### src/rtl/sample_feeder.sv
// -----------------------------------------------------------------------------
// sample_feeder
//
// Feeds a FIR-style consumer with one frame of TAPS delayed samples for every
// accepted input sample. Incoming samples go into a TAPS-entry circular delay
// line. For each one the block issues taps k = 0..TAPS-1 on consecutive
// cycles, where tap k carries x[n-k] (the newest sample first).
//
// A single pending register absorbs one extra sample while a frame is in
// flight. Frames therefore run back-to-back without a bubble when the source
// keeps in_valid high.
//
// Ports
//   clk         : clock, rising edge
//   rst         : asynchronous reset, active low
//   in_valid    : sample offered on in_data
//   in_data     : signed sample, DW bits
//   in_ready    : sample can be accepted this cycle
//   tap_valid   : tap_data / tap_idx valid this cycle
//   tap_data    : delayed sample x[n-k]
//   tap_idx     : tap index k
//   frame_start : high with k = 0
//   frame_end   : high with k = TAPS-1
//   primed      : sticky, TAPS samples accepted since reset
// -----------------------------------------------------------------------------
module sample_feeder #(
   parameter int TAPS = 24,
   parameter int DW   = 10
) (
   input  logic                 clk,
   input  logic                 rst,
   input  logic                 in_valid,
   input  logic signed [DW-1:0] in_data,
   output logic                 in_ready,
   output logic                 tap_valid,
   output logic signed [DW-1:0] tap_data,
   output logic [4:0]           tap_idx,
   output logic                 frame_start,
   output logic                 frame_end,
   output logic                 primed
);

   localparam logic [4:0] LAST  = 5'(TAPS - 1);
   localparam logic [5:0] TAPS6 = 6'(TAPS);

   typedef enum logic {IDLE, STREAM} state_t;

   state_t               state_q, state_d;
   logic [4:0]           k_q, k_d;
   logic [4:0]           wptr_q, wptr_d;
   logic signed [DW-1:0] dline_q [TAPS];
   logic signed [DW-1:0] dline_d [TAPS];
   logic signed [DW-1:0] pend_q, pend_d;
   logic                 pend_full_q, pend_full_d;
   logic [5:0]           cnt_q, cnt_d;

   logic                 tap_valid_q, tap_valid_d;
   logic signed [DW-1:0] tap_data_q, tap_data_d;
   logic [4:0]           tap_idx_q, tap_idx_d;
   logic                 frame_start_q, frame_start_d;
   logic                 frame_end_q, frame_end_d;

   logic                 accept;
   logic [4:0]           wptr_inc;
   logic [5:0]           rd_sum;
   logic [5:0]           rd_idx;

   // in_ready is gated by rst so it reads 0 for as long as reset is held.
   assign in_ready    = rst && ((state_q == IDLE) || !pend_full_q);
   assign accept      = in_valid && in_ready;

   assign tap_valid   = tap_valid_q;
   assign tap_data    = tap_data_q;
   assign tap_idx     = tap_idx_q;
   assign frame_start = frame_start_q;
   assign frame_end   = frame_end_q;
   assign primed      = (cnt_q == TAPS6);

   always_comb begin
      // The newest sample sits just behind wptr. wptr only moves on the final
      // tap edge, so it is stable for the whole frame. This also means tap
      // TAPS-1 reads the slot at wptr, which is the slot about to be
      // overwritten. Because the read is registered on the same edge as the
      // write, it sees the old contents.
      rd_sum   = {1'b0, wptr_q} + TAPS6 - 6'd1 - {1'b0, k_q};
      rd_idx   = (rd_sum >= TAPS6) ? (rd_sum - TAPS6) : rd_sum;
      wptr_inc = (wptr_q == LAST) ? 5'd0 : (wptr_q + 5'd1);

      state_d       = state_q;
      k_d           = k_q;
      wptr_d        = wptr_q;
      dline_d       = dline_q;
      pend_d        = pend_q;
      pend_full_d   = pend_full_q;
      cnt_d         = cnt_q;
      tap_valid_d   = 1'b0;
      tap_data_d    = '0;
      tap_idx_d     = 5'd0;
      frame_start_d = 1'b0;
      frame_end_d   = 1'b0;

      if (accept && (cnt_q != TAPS6)) begin
         cnt_d = cnt_q + 6'd1;
      end

      case (state_q)
         IDLE: begin
            if (accept) begin
               dline_d[wptr_q] = in_data;
               wptr_d          = wptr_inc;
               k_d             = 5'd0;
               state_d         = STREAM;
            end
         end

         STREAM: begin
            tap_valid_d   = 1'b1;
            tap_data_d    = dline_q[rd_idx];
            tap_idx_d     = k_q;
            frame_start_d = (k_q == 5'd0);
            frame_end_d   = (k_q == LAST);

            if (k_q == LAST) begin
               k_d = 5'd0;
               if (pend_full_q) begin
                  dline_d[wptr_q] = pend_q;
                  pend_full_d     = 1'b0;
                  wptr_d          = wptr_inc;
               end else if (accept) begin
                  dline_d[wptr_q] = in_data;
                  wptr_d          = wptr_inc;
               end else begin
                  state_d = IDLE;
               end
            end else begin
               k_d = k_q + 5'd1;
               // accept implies the pending slot is empty here.
               if (accept) begin
                  pend_d      = in_data;
                  pend_full_d = 1'b1;
               end
            end
         end

         default: state_d = IDLE;
      endcase
   end

   always_ff @(posedge clk or negedge rst) begin
      if (!rst) begin
         state_q       <= IDLE;
         k_q           <= 5'd0;
         wptr_q        <= 5'd0;
         for (int i = 0; i < TAPS; i++) dline_q[i] <= '0;
         pend_q        <= '0;
         pend_full_q   <= 1'b0;
         cnt_q         <= 6'd0;
         tap_valid_q   <= 1'b0;
         tap_data_q    <= '0;
         tap_idx_q     <= 5'd0;
         frame_start_q <= 1'b0;
         frame_end_q   <= 1'b0;
      end else begin
         state_q       <= state_d;
         k_q           <= k_d;
         wptr_q        <= wptr_d;
         dline_q       <= dline_d;
         pend_q        <= pend_d;
         pend_full_q   <= pend_full_d;
         cnt_q         <= cnt_d;
         tap_valid_q   <= tap_valid_d;
         tap_data_q    <= tap_data_d;
         tap_idx_q     <= tap_idx_d;
         frame_start_q <= frame_start_d;
         frame_end_q   <= frame_end_d;
      end
   end

endmodule

### config.mk
export PLATFORM = sky130hd
export DESIGN_NAME = sample_feeder
export DESIGN_NICKNAME = d
export VERILOG_FILES = /design/src/rtl/sample_feeder.sv
export SDC_FILE = /design/constraint.sdc
export NUM_CORES = 1
export LEC_CHECK = 0
export CAP_MARGIN = 20
export CORE_MARGIN = 1
export CORE_UTILIZATION = 55
export CTS_BUF_LIST = sky130_fd_sc_hd__clkbuf_4 sky130_fd_sc_hd__clkbuf_8
export DETAILED_ROUTE_END_ITERATION = 12
export PLACE_DENSITY = 0.77
export SYNTH_ARGS = -nofsm -noshare
export SYNTH_HDL_FRONTEND = slang
export SYNTH_SLANG_ARGS = --single-unit
### constraint.sdc
create_clock -name clk -period 4.1 [get_ports clk]
set_input_delay 0.82 -clock clk [delete_from_list [all_inputs] [get_ports clk]]
set_output_delay 0.82 -clock clk [all_outputs]
set_load 0.1 [all_outputs]
==> impl_metrics.tcl, run 1 <==
set metrics [dict create \
    status "completed" \
    htreeDepth 2 \
    wl_per_cell_microns 24.87 \
    synth_edf_count 0 \
    finalInstanceArea_sq_um 16310 \
    finalHoldViolations 0 \
    grt_overflow 0 \
    cp_max_fo 10 \
    fin_tns_setup_ps 0 \
    finClkSkew_ps 29.34 \
    max-vdd-ir-drop_mv 0.8602 \
    post_dp_cell_area_sq_um 15040 \
    cts_buffers 49 \
    cp_data_arrival_time_ps 3880 \
    finalCritPeriodShare_pct 83.00 \
    crit_path_top_delay_cell "a211oi_4" \
    drc 0 \
    seq_area_sq_um 7157 \
    clock_path_buffers 3 \
    multi_input_area_sq_um 6844 \
    clockRootBuffer "clkbuf_8" \
    relSlewSlack_pct 21.36 \
    avgViaCountPerCell 6.727 \
    drt_pre_antenna_iters 8 \
    grt_max_degree 151 \
    synthesis.instances 1478 \
    path_cells "inv_1, ha_1, ha_1, a21oi_1, mux2_2, and3_4, a211oi_4, mux2_2, o22ai_1" \
    final-setup-viol-count 0 \
    drv_cap 0 \
    hpwl_mm 28.16 \
    crit_family "compound AO/OA/AOI/OAI gates" \
    power.internal_uw 6814 \
    ys_types 49 \
    min_period_ps 3403 \
    tightest_slew_ps 1180 \
    end_kind "register" \
    startpoint_type "register" \
    drt-total-wl_mm 46.50 \
    chipWidth_microns 164.1 \
    seq_power_share_pct 27.7 \
    critPathKind "register to register" \
    cts.sinks 286 \
    seq_area_frac_synth_pct 49.55 \
    ant_nets 0 \
    yosys_warnings 0 \
    portBuffers 32 \
    switchingPower_uw 5103 \
    grt_util_all_layers_pct 35.62 \
    ios 33 \
    hold_path.class "input port to async pin" \
    crit_required_ps 4580 \
    netlist_area_sq_um 14450 \
    core_area_sq_um 25470 \
    final_nets 1536 \
    first_global_vias 12720 \
    cts_tree "built" \
    powerDensity_nw_per_um2 730.7 \
    ctsResizeCount 0 \
    synthFlopType "dfrtp_1" \
    p_comb_share_pct 48.8 \
    clock_latency_ps 590 \
    fillCellCount 2020 \
    start_util_pct 56.71 \
    antenna_found_initial 3 \
    async_flop_share_pct 100.0 \
    cts_hold_buf 0 \
    syn-num-nets 1509 \
    path_clk_slew_ps 60 \
    syn_area_per_cell_sq_um 9.773 \
    maxClockFrequency_ghz 0.2939 \
    fp.dieArea_sq_um 26920 \
    gp_congestion 0.9813 \
    row_count 58 \
    syn_to_final_growth_pct 12.91 \
    grt_setup_unrepaired "false" \
    switching_share_pct 42.82 \
    ys_ff_latch 286 \
    critPathBufInv 1 \
    cellLeakagePower_uw 0.007131 \
    clockPowerShare_pct 23.6 \
    grt_pass1_wl_mm 71.74 \
    postCtsSetupBuffers 0 \
    final_max_slew_viol_count 0 \
    routed-via-count 12580 \
    drt_iter0_drc 1663 \
    fp.dieH_microns 164.1 \
    drive_gt1_share_pct 15.40 \
    max_stage_delay_ps 570 \
]
==> layout by cell type (no fill, tap or decap), types with 2 or more instances in the layout <==
cell type and n:
a21oi_1 276, and2_1 4, buf_12 3, buf_16 3
buf_4 19, buf_8 12, clkbuf_4 10, clkbuf_8 67
clkdlybuf4s50_1 29, clkinv_2 6, dfrtp_1 286, ha_1 15
inv_1 18, mux2_2 21, mux2i_1 30, mux4_2 60
nand2_1 26, nand2b_1 13, nand3_1 29, nand3b_1 2
nand4_1 10, nor2_1 264, nor2_2 3, nor2_4 15
nor2b_1 5, nor3_1 2, nor4_1 2, o21ai_0 254
o22ai_1 11, or2_2 7, or3_1 3, xnor2_1 8
xor2_1 4
==> stage by stage <==
| stage | setup slack [ps] | util, % | std cells | hold WS, ps | power, uW |
|---|---|---|---|---|---|
| 3_5_place_dp | 802.1 | 59.03 | 1772 | 468.7 | 8848 |
| 4_1_cts | 755.4 | 63.21 | 1857 | 164.2 | 11650 |
| 6_report | 697.0 | 64.03 | 1870 | 169.4 | 11920 |
| 5_1_grt | 543.6 | 64.02 | 1869 | 200.5 | 12400 |
| 2_1_floorplan | 980.2 | - | 1478 | 383.0 | 7294 |
| 3_3_place_gp | 867.4 | 58.86 | 1770 | 462.3 | 8695 |
==> worst paths after layout <==
path	start	to	slack (ps)	cells past startpoint
worst max-delay path	k_q[2]	tap_data[6]	700	9
worst min-delay path	rst	tap_valid	170	1
worst max register to register	k_q[2]	tap_data[6]	700	9
worst min register to register	cnt_q[4]	cnt_q[4]	470	1
max in group asynchronous	rst	dline_q[213]	2650	2
min in group clk	cnt_q[4]	cnt_q[4]	470	1
==> per-layer routing <==
metal  track usage, %  wire length [microns]  vias to the layer above  part of all wire (%)
met5                0                      0                        -                     0
met4            18.14                   2161                        0                   4.6
met3            10.73                   6303                      184                    14
met2            53.24                  20960                      956                    45
met1            47.13                  17070                     6107                    37
li1                 -                      -                     5332                     -
==> logic make-up after synthesis <==
| group | share of synthesized area, % |
|---|---|
| buffers and inverters | 3.257 |
| muxes | 13.07 |
| DFF | 49.55 |
| adders and majority gates | 1.611 |
| AOI/OAI and AO/OA | 19.36 |
| and+or+nand+nor | 12.43 |
| xor gates and xnor gates | 0.7276 |
==> area by class of cell <==
cell class | instances | share of cell area (%)
diodes | 1 | 0.01534
multi-input cells | 1083 | 41.96
inverters | 19 | 0.4373
clock inverters | 8 | 0.4219
repair buffers | 66 | 4.634
well taps | 330 | 2.532
clock buffers | 77 | 6.114
flip-flops and latches | 286 | 43.88
==> power groups by stage <==
stage	Combinational [uW]	Sequential, uW	Clock (uW)
after floorplan	3720	3570	0
after global placement	5370	3320	0
after detailed placement	5520	3330	0
after CTS	5540	3290	2820
after global routing	6130	3320	2950
final	5810	3300	2810
==> synth_stat cells, types with 4 or more instances <==
cell / n / area (sq um)
buf_2: 20 / 100.1
nor2b_1: 5 / 31.28
o21ai_0: 254 / 1271
dfrtp_1: 286 / 7157
nor2_4: 15 / 168.9
xor2_1: 4 / 35.03
o22ai_1: 11 / 68.82
nand3_1: 29 / 145.1
nand2_1: 26 / 97.59
mux2i_1: 30 / 300.3
nand2b_1: 13 / 81.33
inv_1: 18 / 67.56
and2_1: 4 / 25.02
nand4_1: 10 / 62.56
or2_2: 7 / 43.79
buf_4: 4 / 30.03
nor2_1: 265 / 994.7
mux2_2: 21 / 236.5
ha_1: 17 / 212.7
a21oi_1: 276 / 1381
mux4_2: 60 / 1351
clkbuf_1: 60 / 225.2
xnor2_1: 8 / 70.07
==> state kept, by name, indices dropped and copies added, names as in the netlist <==
signal / cells
k_q: 5
dline_q: 240
tap_idx: 5
pend_full_q: 1
state_q: 1
tap_valid: 1
wptr_q: 5
pend_q: 10
cnt_q: 6
frame_end: 1
frame_start: 1
tap_data: 10
Note: power is estimated with default switching activity, not from simulation.
==> run 2: changes to the inputs <==
--- a/config.mk
+++ b/config.mk
@@ -10,7 +10,7 @@
 export CORE_UTILIZATION = 55
 export CTS_BUF_LIST = sky130_fd_sc_hd__clkbuf_4 sky130_fd_sc_hd__clkbuf_8
 export DETAILED_ROUTE_END_ITERATION = 12
-export PLACE_DENSITY = 0.77
+export PLACE_DENSITY = 0.8
 export SYNTH_ARGS = -nofsm -noshare
 export SYNTH_HDL_FRONTEND = slang
 export SYNTH_SLANG_ARGS = --single-unit
==> constraint.sdc (replaced) <==
create_clock -name clk -period 3.1 [get_ports clk]
set_input_delay 0.62 -clock clk [delete_from_list [all_inputs] [get_ports clk]]
set_output_delay 0.62 -clock clk [all_outputs]
set_load 0.1 [all_outputs]
==> run 2 against run 1 <==
Setup slack worse by 570 ps; sequential power is 32% higher; clock skew is 5.3 ps lower; wire length hardly changed; utilization is 0.74 points higher; first-iteration DRC count is 0.66% lower; total power is 32% higher; maximum frequency is 14% higher; critical path depth is 2 higher; worst hold slack better by 300 ps; count of clock-buffer cells in the layout is 3 higher; critical endpoint is now tap_data[4]; largest cell class unchanged.
==> impl_metrics.tcl, run 2 (synthesis gave the netlist of run 1 again) <==
set metrics [dict create \
    final_nets 1586 \
    wl_per_cell_microns 24.22 \
    htreeDepth 2 \
    fp.dieArea_sq_um 26920 \
    grt_max_degree 197 \
    cts_buffers 48 \
    post_dp_cell_area_sq_um 15440 \
    start_util_pct 56.71 \
    avgViaCountPerCell 6.666 \
    seq_power_share_pct 27.5 \
    relSlewSlack_pct 12.36 \
    portBuffers 32 \
    fp.dieH_microns 164.1 \
    end_kind "register" \
    largest-register "dline_q" \
    powerDensity_nw_per_um2 956.9 \
    switching_share_pct 42.90 \
    post-place-cells 1834 \
    drt_iter0_drc 1652 \
    finalCritPeriodShare_pct 95.89 \
    hpwl_mm 29.67 \
    cp_max_fo 10 \
    syn_to_final_growth_pct 14.21 \
    tightest_slew_ps 1315 \
    drive_gt1_share_pct 19.26 \
    finClkSkew_ps 24.06 \
    grt_setup_unrepaired "false" \
    postCtsSetupBuffers 0 \
    max_stage_delay_ps 440 \
    fin_tns_setup_ps 0 \
    clock_latency_ps 590 \
    crit_path_top_delay_cell "fa_2" \
    chipWidth_microns 164.1 \
    max-vdd-ir-drop_mv 0.7885 \
    drt-total-wl_mm 46.48 \
    row_count 58 \
    stdcell_count 1919 \
    final_max_slew_viol_count 0 \
    final-setup-viol-count 0 \
    gp_congestion 0.9615 \
    finalInstanceArea_sq_um 16500 \
    antenna_found_initial 0 \
    grt_overflow 0 \
    power.internal_uw 9013 \
    largest_reg_flops 240 \
    maxClockFrequency_ghz 0.3364 \
    cts.sinks 286 \
    first_global_vias 12880 \
    status "completed" \
    routed-via-count 12790 \
    layout_common_cells "286 x dfrtp_1, 276 x a21oi_1, 264 x nor2_1" \
    cts_tree "built" \
    drc 0 \
    switchingPower_uw 6773 \
    startpoint_type "register" \
    finalHoldViolations 0 \
    fillCellCount 1943 \
    clockRootBuffer "clkbuf_8" \
    cellLeakagePower_uw 0.007359 \
    crit_required_ps 3580 \
    drv_cap 0 \
    hold_path.class "register to register" \
    ant_nets 0 \
    path_cells "ha_1, ha_2, inv_1, fa_2, nor4bb_1, a21oi_1, o311ai_1, a211oi_4, buf_6, mux2_2, o22ai_1" \
    ios 33 \
    core_area_sq_um 25470 \
    p_comb_share_pct 49.7 \
    path_clk_slew_ps 70 \
    insertedDiodeCount 0 \
    grt_pass1_wl_mm 72.62 \
    grt_util_all_layers_pct 36.09 \
    clock_path_buffers 3 \
    clockPowerShare_pct 22.8 \
    drt_pre_antenna_iters 6 \
    min_period_ps 2972 \
    cp_data_arrival_time_ps 3450 \
    critPathKind "register to register" \
    layout_commonest_cell "dfrtp_1" \
]
==> run 2: changes by cell type in the layout (fill, tap and decap cells not counted), sizes merged <==
cell | previous run | this run
clkdlybuf4s50 | 29 | 11
clkbuf | 77 | 80
inv | 20 | 21
buf | 37 | 105
clkinv | 6 | 2
dlygate4sd3 | 0 | 1
bufinv | 1 | 0
diode | 1 | 0
==> run 2: what timing repair did <==
item	CTS	global route
gates resized for setup	0	3
hold buffers	1	0
endpoints found under the setup margin	0	10
endpoints found under the hold margin	18	0
==> run 2: cell type report <==
cell class              count  area (sq um)  share of cell area (%)
clock buffers              80          1007                   6.105
clock inverters             4         27.53                  0.1669
inverters                  19         71.32                  0.4323
multi-input cells        1083          6852                   41.53
flip-flops and latches    286          7157                   43.38
well taps                 330         412.9                   2.503
repair buffers            117         969.7                   5.878
==> run 2: final timing paths <==
kind                            from           end  slack (ps)  depth (start not counted)
hold / removal              cnt_q[4]      cnt_q[4]         470                          1
hold reg to reg             cnt_q[4]      cnt_q[4]         470                          1
setup reg to reg           wptr_q[1]   tap_data[4]         130                         11
max in group asynchronous        rst   dline_q[46]        1130                          3
min in group asynchronous        rst  dline_q[117]         480                          2
setup / recovery           wptr_q[1]   tap_data[4]         130                         11
==> run 2: critical path: cells and delay by family, from the launching register on <==
family	cells	cell delay, ps
and+or+nand+nor	1	160
buffers and inverters	2	250
DFF	1	430
muxes	1	340
AOI/OAI and AO/OA	4	740
adders and majority gates	3	950
==> run 2: power by group through the flow <==
stage               Clock [uW]  Combinational, uW  Sequential [uW]
finish                    3600               7840             4340
global route              3800               8250             4380
CTS                       3620               7610             4330
detailed placement           0               7560             4390
global placement             0               7370             4370
floorplan                    0               4920             4730
==> run 2: per-layer routing <==
layer	global-route usage, %	share of wire, %
met2	53.87	44
met4	19.44	5.4
met3	11.39	14
met5	0	0
met1	47.03	36
==> run 2: metrics by stage <==
step           hold slack (ps)  util (%)  power [uW]  setup slack, ps
2_1_floorplan            324.4         -        9647            130.7
3_3_place_gp             463.7     60.62       11740            179.4
3_5_place_dp             468.0     60.62       11950            70.79
4_1_cts                  472.3     64.72       15560            42.20
5_1_grt                  489.7     64.77       16430            55.25
6_report                 473.3     64.77       15790            127.5
==> run 3: changes to the inputs <==
--- a/config.mk
+++ b/config.mk
@@ -7,10 +7,11 @@
 export LEC_CHECK = 0
 export CAP_MARGIN = 20
 export CORE_MARGIN = 1
-export CORE_UTILIZATION = 55
+export CORE_UTILIZATION = 51
 export CTS_BUF_LIST = sky130_fd_sc_hd__clkbuf_4 sky130_fd_sc_hd__clkbuf_8
 export DETAILED_ROUTE_END_ITERATION = 12
-export PLACE_DENSITY = 0.8
+export MAX_ROUTING_LAYER = met4
+export PLACE_DENSITY = 0.75
 export SYNTH_ARGS = -nofsm -noshare
 export SYNTH_HDL_FRONTEND = slang
 export SYNTH_SLANG_ARGS = --single-unit
==> run 3 against run 2 <==
Worst hold slack lost 240 ps; total power grew 2.1%; combinational power grew 5.6%; flip-flop and latch count is the same; setup slack gained 9.9 ps; clock power shrank 3%; highest routed layer unchanged.
==> impl_metrics.tcl, run 3 (synthesis gave the netlist of run 1 again) <==
set metrics [dict create \
    hpwl_mm 29.52 \
    crit_family "adder cells" \
    cp_max_fo 10 \
    ant_nets 0 \
    avgViaCountPerCell 6.499 \
    seq_area_sq_um 7157 \
    clock_latency_ps 590 \
    relSlewSlack_pct 22.33 \
    status "completed" \
    critPathKind "register to register" \
    grt_overflow 0 \
    ios 33 \
    reg2reg_slack_ps 140 \
    grt_pass1_wl_mm 72.97 \
    cts_tree "built" \
    fin_tns_setup_ps 0 \
    cp_data_arrival_time_ps 3450 \
    routed-via-count 12640 \
    start_util_pct 51.85 \
    drt_pre_antenna_iters 6 \
    htreeDepth 2 \
    fillCellCount 2331 \
    fp.dieArea_sq_um 29000 \
    crit_path_top_delay_cell "fa_2" \
    core_area_sq_um 27860 \
    max-vdd-ir-drop_mv 0.7203 \
    row_count 61 \
    largest_reg_flops 240 \
    multi_input_area_sq_um 6852 \
    portBuffers 32 \
    post-place-cells 1861 \
    syn_to_final_growth_pct 13.50 \
    crit_required_ps 3590 \
    max_stage_delay_ps 480 \
    maxClockFrequency_ghz 0.3375 \
    pre_cts_slack_ps 82.83 \
    antenna_found_initial 0 \
    cellLeakagePower_uw 0.007235 \
    final-setup-viol-count 0 \
    drt_iter0_drc 1786 \
    cts.sinks 286 \
    end_kind "register" \
    first_global_vias 12770 \
    startpoint_type "register" \
    fp.dieH_microns 170.3 \
    gp_congestion 0.9400 \
    largest-register "dline_q" \
    layout_common_cells "286 x dfrtp_1, 276 x a21oi_1, 264 x nor2_1" \
    powerDensity_nw_per_um2 982.7 \
    cts_buffers 48 \
    path_cells "ha_1, ha_2, inv_1, fa_2, nand2b_4, a21oi_1, xor2_1, a211oi_4, buf_12, mux2_2, o22ai_1" \
    stdcell_count 1944 \
    drt-total-wl_mm 46.98 \
    grt_max_degree 161 \
    final_max_slew_viol_count 0 \
    finClkSkew_ps 28.03 \
    chipWidth_microns 170.3 \
    clockRootBuffer "clkbuf_8" \
    finalCritPeriodShare_pct 95.57 \
    finalHoldViolations 0 \
    final_nets 1565 \
    insertedDiodeCount 0 \
    clock_path_buffers 3 \
    grt_util_all_layers_pct 34.57 \
    critPathBufInv 2 \
    drv_cap 0 \
    grt_setup_unrepaired "false" \
    drc 0 \
    wl_per_cell_microns 24.17 \
    drive_gt1_share_pct 18.07 \
    worst_slack_ps 137.5 \
    postCtsSetupBuffers 0 \
    tightest_slew_ps 1165 \
    layout_commonest_cell "dfrtp_1" \
    cts_hold_buf 0 \
    min_period_ps 2963 \
    hold_path.class "input port to async pin" \
    path_clk_slew_ps 60 \
    holdWs_ps 237.4 \
]
==> run 3: cell count changes in the layout (fill, tap and decap cells not counted), sizes merged <==
cell and delta:
buf -20, clkinvlp +2, inv -2, clkbuf -2
dlygate4sd3 -1
==> run 3: layout make-up <==
cell class	count	area share (%)
inverters	19	0.4350
multi-input cells	1083	41.79
repair buffers	96	5.220
flip-flops and latches	286	43.65
clock buffers	78	5.861
clock inverters	4	0.1526
well taps	378	2.885
==> run 3: worst paths after layout <==
path / from / end / cells after the start
max reg2reg: wptr_q[1] / tap_data[0] / 11
max: wptr_q[1] / tap_data[0] / 11
max in group asynchronous: rst / dline_q[57] / 3
min in group clk: rst / state_q / 3
min reg2reg: cnt_q[4] / cnt_q[4] / 1
min: rst / frame_start / 2
==> run 3: power breakdown <==
group,switching (uW),internal [uW],total [uW]
Sequential,241,4100,4340
Combinational,5140,3140,8280
Clock,1550,1940,3490
==> run 3: what timing repair did <==
action / CTS / global route
gates resized for setup: 0 / 1
hold endpoints to repair: 0 / 0
endpoints found under the setup margin: 0 / 4
==> run 3: metal layers <==
| layer | part of all wire (%) | routed length [microns] | global-route usage, % |
|---|---|---|---|
| met1 | 38 | 17850 | 44.25 |
| met4 | 5.6 | 2620 | 17.98 |
| met3 | 12 | 5636 | 8.953 |
| met2 | 44 | 20870 | 50.68 |
| met5 | 0 | 0 | - |
==> run 3: metrics by stage <==
step	total power (uW)	instance area, sq um	util (%)
after global placement	12280	15390	55.26
after detailed placement	12460	15390	55.26
after floorplan	9647	14450	-
after CTS	15930	16380	58.80
after global routing	16780	16390	58.85
final	16110	16390	58.85
